File: config.mk
export PLATFORM = sky130hd
export DESIGN_NAME = dh_modexp_engine
export DESIGN_NICKNAME = d
export VERILOG_FILES = /design/src/rtl/dh_pkg.sv /design/src/rtl/dh_modmul.sv /design/src/rtl/dh_modexp_engine.sv
export SDC_FILE = /design/constraint.sdc
export NUM_CORES = 1
export LEC_CHECK = 0
export BUFFER_PORTS_ARGS = -buffer_cell sky130_fd_sc_hd__buf_2
export CORE_UTILIZATION = 47
export CTS_CLUSTER_SIZE = 16
export DETAILED_ROUTE_END_ITERATION = 16
export PLACE_DENSITY = 0.73
export SKIP_LAST_GASP = 1
export SLEW_MARGIN = 20
export SYNTH_ARGS = -nofsm -noshare
export SYNTH_HDL_FRONTEND = slang
export SYNTH_SLANG_ARGS = --single-unit
File: constraint.sdc
create_clock -name clk -period 8.9 [get_ports clk]
set_input_delay 0.445 -clock clk [delete_from_list [all_inputs] [get_ports clk]]
set_output_delay 0.445 -clock clk [all_outputs]
set_load 0.02 [all_outputs]
File: src/rtl/dh_pkg.sv
// dh_pkg: shared definitions for the Diffie-Hellman modular-exponentiation
// slice. It holds the default operand widths, the engine FSM state type, and
// the latency constants that the engine is built to meet.
package dh_pkg;

  localparam int unsigned W_DEF = 32;   // modulus / operand width
  localparam int unsigned E_DEF = 32;   // exponent width

  // NEXT has no cycle of its own. Its decision is taken inside the MUL
  // completion cycle, and the member is kept so the state set stays complete.
  typedef enum logic [2:0] {
    IDLE,
    LOAD,
    SQR,
    MUL,
    NEXT,
    FIN
  } state_t;

  // One issue cycle plus W shift-add iterations per modular multiply.
  localparam int unsigned MODMUL_LAT = W_DEF + 1;
  // Acceptance -> done: LOAD, E x (square + multiply), then FIN.
  localparam int unsigned MODEXP_LAT = 2 + 2 * E_DEF * (W_DEF + 1);

endpackage

File: src/rtl/dh_modmul.sv
// dh_modmul: sequential (a*b) mod p by interleaved shift-add, MSB-first over
// the multiplier b. The unit never forms a full 2W product; its intermediates
// are W+2 bits wide.
//
// Ports:
//   clk, rst  clock and asynchronous active-low reset
//   go        issue: a/b/p are captured and the accumulator is cleared
//   a, b, p   multiplicand, multiplier and modulus (a < p is assumed)
//   rdy       high during the final iteration cycle
//   r         value that the final iteration produces. It is valid while
//             rdy=1, and the consumer registers it on that same edge.
//
// Latency: issue edge + W iteration edges = W+1 edges.
module dh_modmul
  import dh_pkg::*;
#(
  parameter int unsigned W = W_DEF
) (
  input  logic         clk,
  input  logic         rst,
  input  logic         go,
  input  logic [W-1:0] a,
  input  logic [W-1:0] b,
  input  logic [W-1:0] p,
  output logic         rdy,
  output logic [W-1:0] r
);

  localparam int unsigned CW = (W > 1) ? $clog2(W) : 1;

  logic [W-1:0]  a_q, b_q, p_q, r_q;
  logic [CW-1:0] cnt_q;
  logic          run_q;

  logic [W+1:0]  t, t1;
  logic [W-1:0]  nxt;

  // r_q < p and a < p, so 2r + a < 3p. Two conditional subtractions are
  // therefore enough to bring the value back below p.
  always_comb begin
    t   = {1'b0, r_q, 1'b0} + (b_q[cnt_q] ? {2'b00, a_q} : '0);
    t1  = (t >= {2'b00, p_q}) ? (t - {2'b00, p_q}) : t;
    nxt = (t1 >= {2'b00, p_q}) ? W'(t1 - {2'b00, p_q}) : t1[W-1:0];
  end

  assign rdy = run_q && (cnt_q == '0);
  assign r   = nxt;

  always_ff @(posedge clk or negedge rst) begin
    if (!rst) begin
      a_q   <= '0;
      b_q   <= '0;
      p_q   <= '0;
      r_q   <= '0;
      cnt_q <= '0;
      run_q <= 1'b0;
    end else if (go) begin
      a_q   <= a;
      b_q   <= b;
      p_q   <= p;
      r_q   <= '0;
      cnt_q <= CW'(W - 1);
      run_q <= 1'b1;
    end else if (run_q) begin
      r_q <= nxt;
      if (cnt_q == '0) run_q <= 1'b0;
      else             cnt_q <= cnt_q - 1'b1;
    end
  end

endmodule

File: src/rtl/dh_modexp_engine.sv
// dh_modexp_engine: computes key = base^e mod p with constant-time, MSB-first
// square-and-multiply. A single dh_modmul unit is shared between the square
// and the multiply steps.
//
// Ports:
//   clk, rst   clock and asynchronous active-low reset
//   start      request, accepted when busy=0 (in IDLE)
//   base, e, p operands, captured on the acceptance edge (base < p)
//   busy       high from the cycle after acceptance until the final state
//   done       level, held until the next accepted start or reset
//   key        result, valid while done=1
//   exp_o      key zero-extended to 64 bits, for the downstream encryptor
//   err        invalid-modulus flag
//
// Build option: DH_MODEXP_PCHECK_EN. When it is defined, a modulus below 2
// skips the iteration and finishes at once with key=0 and err=1. When it is
// undefined, err stays 0 and every run takes the full latency.
module dh_modexp_engine
  import dh_pkg::*;
#(
  parameter int unsigned W = W_DEF,
  parameter int unsigned E = E_DEF
) (
  input  logic         clk,
  input  logic         rst,
  input  logic         start,
  input  logic [W-1:0] base,
  input  logic [E-1:0] e,
  input  logic [W-1:0] p,
  output logic         busy,
  output logic         done,
  output logic [W-1:0] key,
  output logic [63:0]  exp_o,
  output logic         err
);

  localparam int unsigned IW = (E > 1) ? $clog2(E) : 1;

`ifdef DH_MODEXP_PCHECK_EN
  localparam bit PCHECK = 1'b1;
`else
  localparam bit PCHECK = 1'b0;
`endif

  state_t        state_q, state_d;
  logic [W-1:0]  base_q, base_d;
  logic [E-1:0]  e_q, e_d;
  logic [W-1:0]  p_q, p_d;
  logic [W-1:0]  acc_q, acc_d;
  logic [W-1:0]  sq_q, sq_d;
  logic [IW-1:0] idx_q, idx_d;
  logic          iss_q, iss_d;
  logic [W-1:0]  key_q, key_d;
  logic          done_q, done_d;
  logic          err_q, err_d;

  logic          mm_go, mm_rdy;
  logic [W-1:0]  mm_a, mm_b, mm_r;
  logic          p_bad;

  dh_modmul #(.W(W)) u_modmul (
    .clk (clk),
    .rst (rst),
    .go  (mm_go),
    .a   (mm_a),
    .b   (mm_b),
    .p   (p_q),
    .rdy (mm_rdy),
    .r   (mm_r)
  );

  assign p_bad = (p_q < W'(2));

  // SQR and MUL each issue exactly once (iss_q), then wait for rdy. rdy
  // arrives W edges after the issue edge, which gives W+1 edges per phase.
  // The NEXT decision (finish or step the bit index) is folded into the
  // MUL completion edge, so no cycle is spent on it.
  always_comb begin
    state_d = state_q;
    base_d  = base_q;
    e_d     = e_q;
    p_d     = p_q;
    acc_d   = acc_q;
    sq_d    = sq_q;
    idx_d   = idx_q;
    iss_d   = iss_q;
    key_d   = key_q;
    done_d  = done_q;
    err_d   = err_q;
    mm_go   = 1'b0;
    mm_a    = acc_q;
    mm_b    = acc_q;

    unique case (state_q)
      IDLE: begin
        if (start) begin
          base_d  = base;
          e_d     = e;
          p_d     = p;
          done_d  = 1'b0;
          err_d   = 1'b0;
          state_d = LOAD;
        end
      end
      LOAD: begin
        acc_d   = (p_q == W'(1)) ? '0 : W'(1);
        idx_d   = IW'(E - 1);
        iss_d   = 1'b0;
        state_d = SQR;
        if (PCHECK && p_bad) begin
          acc_d   = '0;
          state_d = FIN;
        end
      end
      SQR: begin
        mm_go = !iss_q;
        mm_a  = acc_q;
        mm_b  = acc_q;
        if (!iss_q) iss_d = 1'b1;
        if (mm_rdy) begin
          sq_d    = mm_r;
          iss_d   = 1'b0;
          state_d = MUL;
        end
      end
      MUL: begin
        mm_go = !iss_q;
        mm_a  = sq_q;
        mm_b  = base_q;
        if (!iss_q) iss_d = 1'b1;
        if (mm_rdy) begin
          // The product is always formed; the exponent bit only picks which
          // value is kept, so timing is independent of e.
          acc_d = e_q[idx_q] ? mm_r : sq_q;
          iss_d = 1'b0;
          if (idx_q == '0) begin
            state_d = FIN;
          end else begin
            idx_d   = idx_q - 1'b1;
            state_d = SQR;
          end
        end
      end
      FIN: begin
        key_d   = acc_q;
        done_d  = 1'b1;
        err_d   = PCHECK && p_bad;
        state_d = IDLE;
      end
      default: state_d = IDLE;
    endcase
  end

  always_ff @(posedge clk or negedge rst) begin
    if (!rst) begin
      state_q <= IDLE;
      base_q  <= '0;
      e_q     <= '0;
      p_q     <= '0;
      acc_q   <= '0;
      sq_q    <= '0;
      idx_q   <= '0;
      iss_q   <= 1'b0;
      key_q   <= '0;
      done_q  <= 1'b0;
      err_q   <= 1'b0;
    end else begin
      state_q <= state_d;
      base_q  <= base_d;
      e_q     <= e_d;
      p_q     <= p_d;
      acc_q   <= acc_d;
      sq_q    <= sq_d;
      idx_q   <= idx_d;
      iss_q   <= iss_d;
      key_q   <= key_d;
      done_q  <= done_d;
      err_q   <= err_d;
    end
  end

  assign busy  = (state_q == LOAD) || (state_q == SQR) || (state_q == MUL);
  assign done  = done_q;
  assign key   = key_q;
  assign exp_o = 64'(key_q);
  assign err   = err_q;

endmodule

==> results of run 1 <==
==> routing by layer <==
layer	share of wire, %	GRT usage [%]
met1	47	38.5
met2	45	39.8
met3	5.4	3.13
met4	2.5	7.43
met5	0.023	0
==> critical path: cells and delay by family (launching register included) <==
kind	cells	cell delay, ps
flip-flops	1	380
adder cells (fa/ha/maj)	4	1050
multiplexers	5	1850
AND/OR/NAND/NOR	6	870
XOR/XNOR	1	130
AO/OA/AOI/OAI	14	2860
buffers and inverters	9	1430
==> area by class of cell <==
cell class / instances / share of cell area, %
multi-input combinational: 1582 / 46.1
sequential: 336 / 33.6
timing repair buffer: 411 / 11.3
clock buffer: 48 / 4.18
tap: 577 / 2.88
inverter: 71 / 1.06
clock inverter: 18 / 0.914
==> cells by family after synthesis <==
| logic type | after synthesis | share of synthesized area (%) |
|---|---|---|
| other | 1 | 0.0184 |
| multiplexers | 191 | 11.6 |
| XOR/XNOR | 84 | 3.61 |
| buffers and inverters | 244 | 5.87 |
| flip-flops | 336 | 41.3 |
| adder cells (fa/ha/maj) | 102 | 6.38 |
| AO/OA/AOI/OAI | 625 | 18.3 |
| AND/OR/NAND/NOR | 547 | 13.0 |
==> repair_timing <==
| item | 4_1_cts | 5_1_grt |
|---|---|---|
| hold buffers | 1 | 0 |
| setup endpoints to repair | 96 | 96 |
| setup buffers | 0 | 21 |
| resized for setup | 33 | 123 |
| pin swaps | 4 | 64 |
| hold endpoints to repair | 99 | 0 |
| cloned | 1 | 0 |
==> synth_stat cells, types with 42 or more instances <==
cell      count  area [µm²]
nor2_1       60         225
inv_1        70         263
clkbuf_1     90         338
ha_1         99        1240
nand3_1      64         320
o21ai_0     201        1010
nor2b_1      42         263
xnor2_1      61         534
dfrtp_1     336        8410
buf_4        66         495
nand2_1     221         830
a21oi_1     198         991
mux2_2      136        1530
and2_1       44         275
==> stage by stage <==
stage | setup WS (ps) | setup TNS, ps
3_5_place_dp | -286 | -11370
3_3_place_gp | -107 | -769
5_1_grt | -144 | -5850
6_report | 186 | 0
4_1_cts | 15.3 | 0
2_1_floorplan | 40.2 | 0
==> final timing paths <==
kind,start,end,slack [ps],cells past startpoint
setup / recovery,u_modmul.cnt_q[0],acc_q[14],190,39
hold / removal,p[12],p_q[12],100,2
setup reg to reg,u_modmul.cnt_q[0],acc_q[14],190,39
hold reg to reg,p_q[18],u_modmul.p_q[18],480,2
max in group asynchronous,rst,p_q[30],6990,3
min in group asynchronous,rst,e_q[4],500,2
==> cells in the final DEF, fill, tap and decap left out, types with 10 or more instances in the layout <==
| cell type | Yosys | layout |
|---|---|---|
| nor2b_1 | 42 | 39 |
| nand4_1 | 18 | 18 |
| xor2_1 | 23 | 22 |
| and3_1 | 11 | 11 |
| o21a_1 | 23 | 23 |
| nand3_1 | 64 | 63 |
| a21oi_2 | 1 | 24 |
| conb_1 | 1 | 33 |
| nor4_1 | 11 | 10 |
| o21ai_0 | 201 | 186 |
| buf_6 | 3 | 11 |
| nor3_1 | 23 | 20 |
| a21o_1 | 28 | 27 |
| o21ai_1 | 39 | 49 |
| mux2_2 | 136 | 131 |
| nor2_1 | 60 | 55 |
| ha_1 | 99 | 89 |
| o211ai_1 | 36 | 36 |
| nand2_1 | 221 | 218 |
| mux2i_1 | 31 | 11 |
| nand2b_1 | 29 | 27 |
| a31oi_1 | 15 | 14 |
| and2_1 | 44 | 42 |
| mux4_2 | 20 | 20 |
| clkbuf_16 | 0 | 37 |
| mux2i_2 | 0 | 11 |
| buf_2 | 7 | 163 |
| buf_4 | 66 | 228 |
| dfrtp_1 | 336 | 336 |
| a21oi_1 | 198 | 173 |
| inv_1 | 70 | 70 |
| xnor2_1 | 61 | 53 |
==> results.cfg, run 1 <==
[worst_setup_path]
cp-end-kind = register
path_common_cell = buf_4
crit_arrival_ps = 9160
cp_max_fo = 8
worst_path_largest_cell_delay_ps = 510
startpoint_type = register
slowest_stage = mux4_2
setup.worst_path.class = register to register
required_ps = 9340

[cts]
clk_latency_ps = 580
cts.path.max_buffers = 3
cts.sinks = 336
htree_levels = 2
clock-root-buffer = clkbuf_16
clkSlewWorstSetupHoldPaths_ps = 60
cts_made_buffers = 37
cts_tree = done

[timing]
worst_pin_slew_ps = 1020
holdWs_ps = 95.4
slew_headroom_pct = 31.7
fmax_mhz = 115
min_period_over_period_pct = 97.9
setup_viol = 0
skew_ps = 33.9
rsz0062_at_grt = yes
hold_viol = 0
period_minus_slack_ps = 8710
slew_viol_final = 0

[run_status]
outcome = completed

[global_routing]
grt_usage_pct = 26.0
grt_pass1_wl_um = 90600
grt_pass1_vias = 16600
grt_max_degree = 170
overflow = 0
antenna_found_initial = 1

[floorplan]
core_um2 = 42300
start_util_pct = 48.1
dieArea_um2 = 44200
row_count = 75
die_w_um = 210
chipHeight_um = 210
ioPinCount = 198

[final_layout]
seq_area_um2 = 8410
final_util_pct = 59.2
multiInputGateArea_um2 = 11600
antenna_cells_inserted = 0
fin_cells = 3043
drive_gt1_share_pct = 30.6
nets = 2640
fillCellCount = 3604
area_growth_pct = 23.0
final_area_um2 = 25100

[synthesis]
yosysWarningCount = 0
synthesis.area_um2 = 20400
ys.flop_type = dfrtp_1
ys_seq_elements = 336
syn_avg_cell_area_um2 = 9.56
yosysSeqAreaShare_pct = 41.3
async_flop_share_pct = 100
yosysUniqueCellTypes = 82
synth_edf_count = 0
netlist_instances = 2130

[route]
viasPerCell = 5.64
drt_wl_total_um = 57500
firstDrtPassIters = 5
wl_per_cell_um = 18.9
antenna_left = 0
drc_errors = 0
num_vias = 17200
drtIter0Drc = 1703

[hold_path]
min_path_type = input port to register

[placement]
postPlaceCellArea_um2 = 22900
gp_congestion = 0.920
portBuffers = 164
place_hpwl_um = 42300
dp.cells = 2954

[run]
drv_cap = 0
Power of run 1 is left out: the tool's default activity adds up to more than one toggle a clock period on the data nets, which glitch-free logic cannot reach.
==> inputs of run 2 (changes only) <==
==> constraint.sdc (replaced) <==
create_clock -name clk -period 8.9 [get_ports clk]
set_input_delay 2.67 -clock clk [delete_from_list [all_inputs] [get_ports clk]]
set_output_delay 2.67 -clock clk [all_outputs]
set_load 0.02 [all_outputs]
==> run 2 against run 1 <==
Compared with the run above:
- final cell count fell by 0.69%
- worst hold slack better by 380 ps
- global-route usage shrank 0.37 points
==> results.cfg, run 2 (same netlist as run 1, synthesis figures left out) <==
[placement]
place_hpwl_um = 41300
gp_congestion = 0.923
portBuffers = 164
dp.cells = 2941

[worst_setup_path]
cp_max_fo = 5
path_common_cell = buf_6
slowest_stage = mux4_2
cp-end-kind = register
r2r_start = u_modmul.cnt_q[0]
worst_path_largest_cell_delay_ps = 530
crit_arrival_ps = 9090
required_ps = 9300
startpoint_type = register
setup.worst_path.class = register to register
cp-startpoint = u_modmul.cnt_q[0]

[cts]
cts_tree = done
clkSlewWorstSetupHoldPaths_ps = 60
cts.sinks = 336
cts.path.max_buffers = 3
cts_made_buffers = 36
clock-root-buffer = clkbuf_16
cts_hold_buf = 0
clk_latency_ps = 540
htree_levels = 2

[route]
routed.top_layer = met4
drtIter0Drc = 1399
antenna_left = 0
met1Wirelength_um = 26500
firstDrtPassIters = 6
wl_met3_um = 3310
drc_errors = 0
viasPerCell = 5.62
wl_met2_um = 25900
num_vias = 17000
drt_wl_total_um = 57100
wl_per_cell_um = 18.9

[timing]
fmax_mhz = 115
period_minus_slack_ps = 8690
setup_viol = 0
skew_ps = 19.6
hold_viol = 0
worst_pin_slew_ps = 1080
slew_headroom_pct = 28.0
slew_viol_final = 0
rsz0062_at_grt = yes
setup-tns-final_ps = 0
min_period_over_period_pct = 97.7

[final_layout]
layout_commonest_cell = dfrtp_1
area_growth_pct = 21.4
drive_gt1_share_pct = 29.2
most-common-layout-cells = dfrtp_1 (336), nand2_1 (216), buf_4 (214)
antenna_cells_inserted = 0
fin_cells = 3022
nets = 2624

[global_routing]
grt_usage_pct = 25.6
antenna_found_initial = 0
grt_max_degree = 141
overflow = 0
grt_pass1_wl_um = 89400
grt_pass1_vias = 16400

[floorplan]
dieArea_um2 = 44200
die_w_um = 210
core_um2 = 42300
ioPinCount = 198
chipHeight_um = 210
start_util_pct = 48.1
row_count = 75

[hold_path]
hp-start = u_modmul.a_q[11]
min_path_type = register to register

[run]
drv_cap = 0

[run_status]
outcome = completed
-- run 2: cell count changes in the layout (fill, tap and decap cells not counted), sizes merged --
cell and change:
buf -15, clkbuf +1, bufinv -1, clkinvlp -1, dlygate4sd3 -1, clkinv -5, inv +1
-- run 2: what timing repair did --
action | 4_1_cts | 5_1_grt
gates cloned | 2 | 2
pin swaps | 1 | 65
hold endpoints to repair | 0 | 0
gates resized for setup | 23 | 115
buffers inserted | 0 | 17
setup endpoints to repair | 96 | 96
-- run 2: metrics by stage --
| stage | hold slack, ps | utilization (%) | setup WS, ps | instance area (µm²) |
|---|---|---|---|---|
| floorplan | 442 | - | 40.2 | 20500 |
| global placement | 459 | 53.8 | -148 | 22800 |
| detailed placement | 464 | 53.8 | -161 | 22800 |
| CTS | 477 | 56.9 | 23.6 | 24100 |
| global route | 505 | 58.4 | -72.1 | 24700 |
| finish | 477 | 58.4 | 206 | 24700 |
-- run 2: layout make-up --
class | instances | area [µm²]
well taps | 577 | 722
clock buffers | 48 | 986
multi-input cells | 1582 | 11500
repair buffers | 396 | 2730
fillers | 3605 | 17600
flip-flops and latches | 336 | 8410
clock inverters | 12 | 141
inverters | 71 | 267
-- run 2: critical path, delay by kind of cell (launching register included) --
kind	cells	cell delay (ps)
adder cells (fa/ha/maj)	4	1110
AND/OR/NAND/NOR	5	590
buffers and inverters	9	1360
AO/OA/AOI/OAI	15	2900
XOR/XNOR	2	440
multiplexers	5	1750
flip-flops	1	370
-- run 2: layer usage --
layer  vias to the layer above  track usage, %
li1                       8118               -
met1                      8198            37.3
met2                       577            40.1
met3                        79            3.41
met4                         0            6.67
met5                         -               0
-- run 2: worst paths after layout --
| check | cells past startpoint | slack, ps | end |
|---|---|---|---|
| worst max-delay path | 40 | 210 | u_modmul.r_q[28] |
| worst min-delay path | 2 | 480 | u_modmul.a_q[11] |
| worst max register to register | 40 | 210 | u_modmul.r_q[28] |
| worst min register to register | 2 | 480 | u_modmul.a_q[11] |
| max in group asynchronous | 2 | 5060 | u_modmul.p_q[28] |
| min in group asynchronous | 1 | 2230 | e_q[4] |
Power of run 2 is left out for the same reason.
==> inputs of run 3 (changes only) <==
--- a/config.mk
+++ b/config.mk
@@ -5,6 +5,7 @@
 export SDC_FILE = /design/constraint.sdc
 export NUM_CORES = 1
 export LEC_CHECK = 0
+export ABC_AREA = 1
 export BUFFER_PORTS_ARGS = -buffer_cell sky130_fd_sc_hd__buf_2
 export CORE_UTILIZATION = 47
 export CTS_CLUSTER_SIZE = 16
==> run 3 against run 2 <==
Compared with the run above:
- final cell count rose by 31%
- global-route usage is 4.5 points higher
- worst hold slack worse by 6.3 ps
- maximum frequency is 4.8% higher
- final area increased by 1.5%
- clock skew fell by 2.5 ps
- sequential share of layout area fell by 0.49 points
- critical path depth is 11 higher
- critical path type unchanged
- critical endpoint is now sq_q[26]
==> results.cfg, run 3 <==
[synthesis]
yosysSeqAreaShare_pct = 38.0
synth.most_common_cell = nand2_1
ys_seq_elements = 336
synth_compound_area_share_pct = 12.1
syn_avg_cell_area_um2 = 7.03
synth_area_leaders = dfrtp_1 (38%), nand2_1 (18%), inv_1 (6.4%)
async_flop_share_pct = 100
synth_top_area_share_pct = 38.0
synth_edf_count = 0
synth_simple_gate_area_share_pct = 28.5
synth_xor_area_share_pct = 2.89
netlist_instances = 3149
synthTopCellsByCount = nand2_1 (1,068), inv_1 (376), dfrtp_1 (336)
synthAdderAreaFrac_pct = 5.86
muxShareOfSynthArea_pct = 1.63
synth_top_area_cell = dfrtp_1
ys.flop_type = dfrtp_1
yosysWarningCount = 0
synthesis.area_um2 = 22100
synth_top_family_by_area = simple AND/OR/NAND/NOR gates
yosysUniqueCellTypes = 52

[worst_setup_path]
startpoint_type = register
r2r_cells = 51
cp_top_family = simple AND/OR/NAND/NOR gates
crit_arrival_ps = 8770
cp.depth = 51
cp_max_fo = 39
path_common_cell = nand2_1
worst_path_largest_cell_delay_ps = 530
slowest_stage = dfrtp_1
required_ps = 9380
path_buf_inv = 11
cp-end-kind = register
setup.worst_path.class = register to register

[timing]
rsz0062_at_grt = no
setup_slack_ps = 606
hold_viol = 0
fmax_mhz = 121
period_minus_slack_ps = 8290
setup-tns-final_ps = 0
skew_ps = 17.1
slew_headroom_pct = 26.7
min_period_over_period_pct = 93.2
worst_pin_slew_ps = 1100
setup_viol = 0
slew_viol_final = 0

[hold_path]
min_path_cells = 2
min_path_type = register to register

[placement]
portBuffers = 164
place_hpwl_um = 55700
place_ws_ps = 886
gp_congestion = 1.03

[global_routing]
overflow = 0
grt_usage_pct = 30.1
grt_max_degree = 124
antenna_found_initial = 0
grt_pass1_wl_um = 111000
grt_pass1_vias = 19800

[cts]
clock-root-buffer = clkbuf_16
cts_hold_buf = 0
post_cts_buffers = 0
clk_latency_ps = 560
cts.path.max_buffers = 3
htree_levels = 2
cts.sinks = 336
clkSlewWorstSetupHoldPaths_ps = 60
cts_resized = 0
cts_tree = done
cts_made_buffers = 38

[final_layout]
most-common-layout-cells = nand2_1 (1,068), inv_1 (374), dfrtp_1 (336)
seq_area_um2 = 8410
drive_gt1_share_pct = 12.3
multiInputGateArea_um2 = 11500
nets = 3536
fillCellCount = 4597
area_growth_pct = 13.2
antenna_cells_inserted = 0
layout_commonest_cell = nand2_1

[route]
num_vias = 21100
drtIter0Drc = 2010
drt_wl_total_um = 71200
viasPerCell = 5.31
wl_per_cell_um = 18.0
drc_errors = 0
antenna_left = 0
firstDrtPassIters = 7

[floorplan]
ioPinCount = 198
chipHeight_um = 219
row_count = 79
dieArea_um2 = 48000
die_w_um = 219
start_util_pct = 47.6
core_um2 = 46600

[run]
drv_cap = 0

[run_status]
outcome = completed
-- run 3: cell types whose count changed in the layout (fill, tap and decap cells not counted), sizes merged, moves of 77 or more --
cell	delta
a21oi	-77
buf	-107
inv	+317
mux2	-108
nand2	+856
nand3	+120
nor2	+143
-- run 3: metrics by stage --
stage	hold slack, ps	cell area [µm²]	utilization, %	instances
global route	489	25100	53.9	3965
detailed placement	458	23900	51.4	3902
floorplan	442	22300	-	3181
global placement	454	23900	51.4	3902
finish	470	25100	53.9	3965
CTS	473	25100	53.9	3965
-- run 3: logic make-up (layout without fill, tap and decap cells) --
family,after synthesis,after routing
AND/OR/NAND/NOR,1550,1550
buffers and inverters,565,742
XOR/XNOR,73,73
other,1,33
adder cells (fa/ha/maj),102,102
multiplexers,32,32
flip-flops,336,336
AO/OA/AOI/OAI,490,490
-- run 3: path summary, 6_finish.rpt --
check / startpoint / to / slack [ps]
max: u_modmul.cnt_q[1] / sq_q[26] / 610
min: base_q[25] / base_q[25] / 470
max reg2reg: u_modmul.cnt_q[1] / sq_q[26] / 610
min reg2reg: base_q[25] / base_q[25] / 470
max in group asynchronous: rst / base_q[9] / 5430
min in group asynchronous: rst / e_q[24] / 2130
-- run 3: final cells by class --
type                            instances  area share, %
Clock buffer                           54           4.23
Inverter                              391           5.85
Multi-Input combinational cell       2280           45.7
Clock inverter                          9          0.394
Sequential cell                       336           33.5
Timing Repair Buffer                  288           7.27
Tap cell                              607           3.03
-- run 3: worst min-delay path, cell delays in order (launching register included) --
cell and delay [ps]:
dfrtp_1 340, nand2_1 50, nand2_1 50
-- run 3: layer usage --
| layer | vias up | global-route usage [%] | share of wire (%) |
|---|---|---|---|
| li1 | 10300 | - | - |
| met1 | 9817 | 41.0 | 43 |
| met2 | 793 | 48.2 | 46 |
| met3 | 142 | 5.25 | 7.8 |
| met4 | 0 | 10.3 | 3.4 |
| met5 | - | 0 | 0 |
Power of run 3 is left out for the same reason.
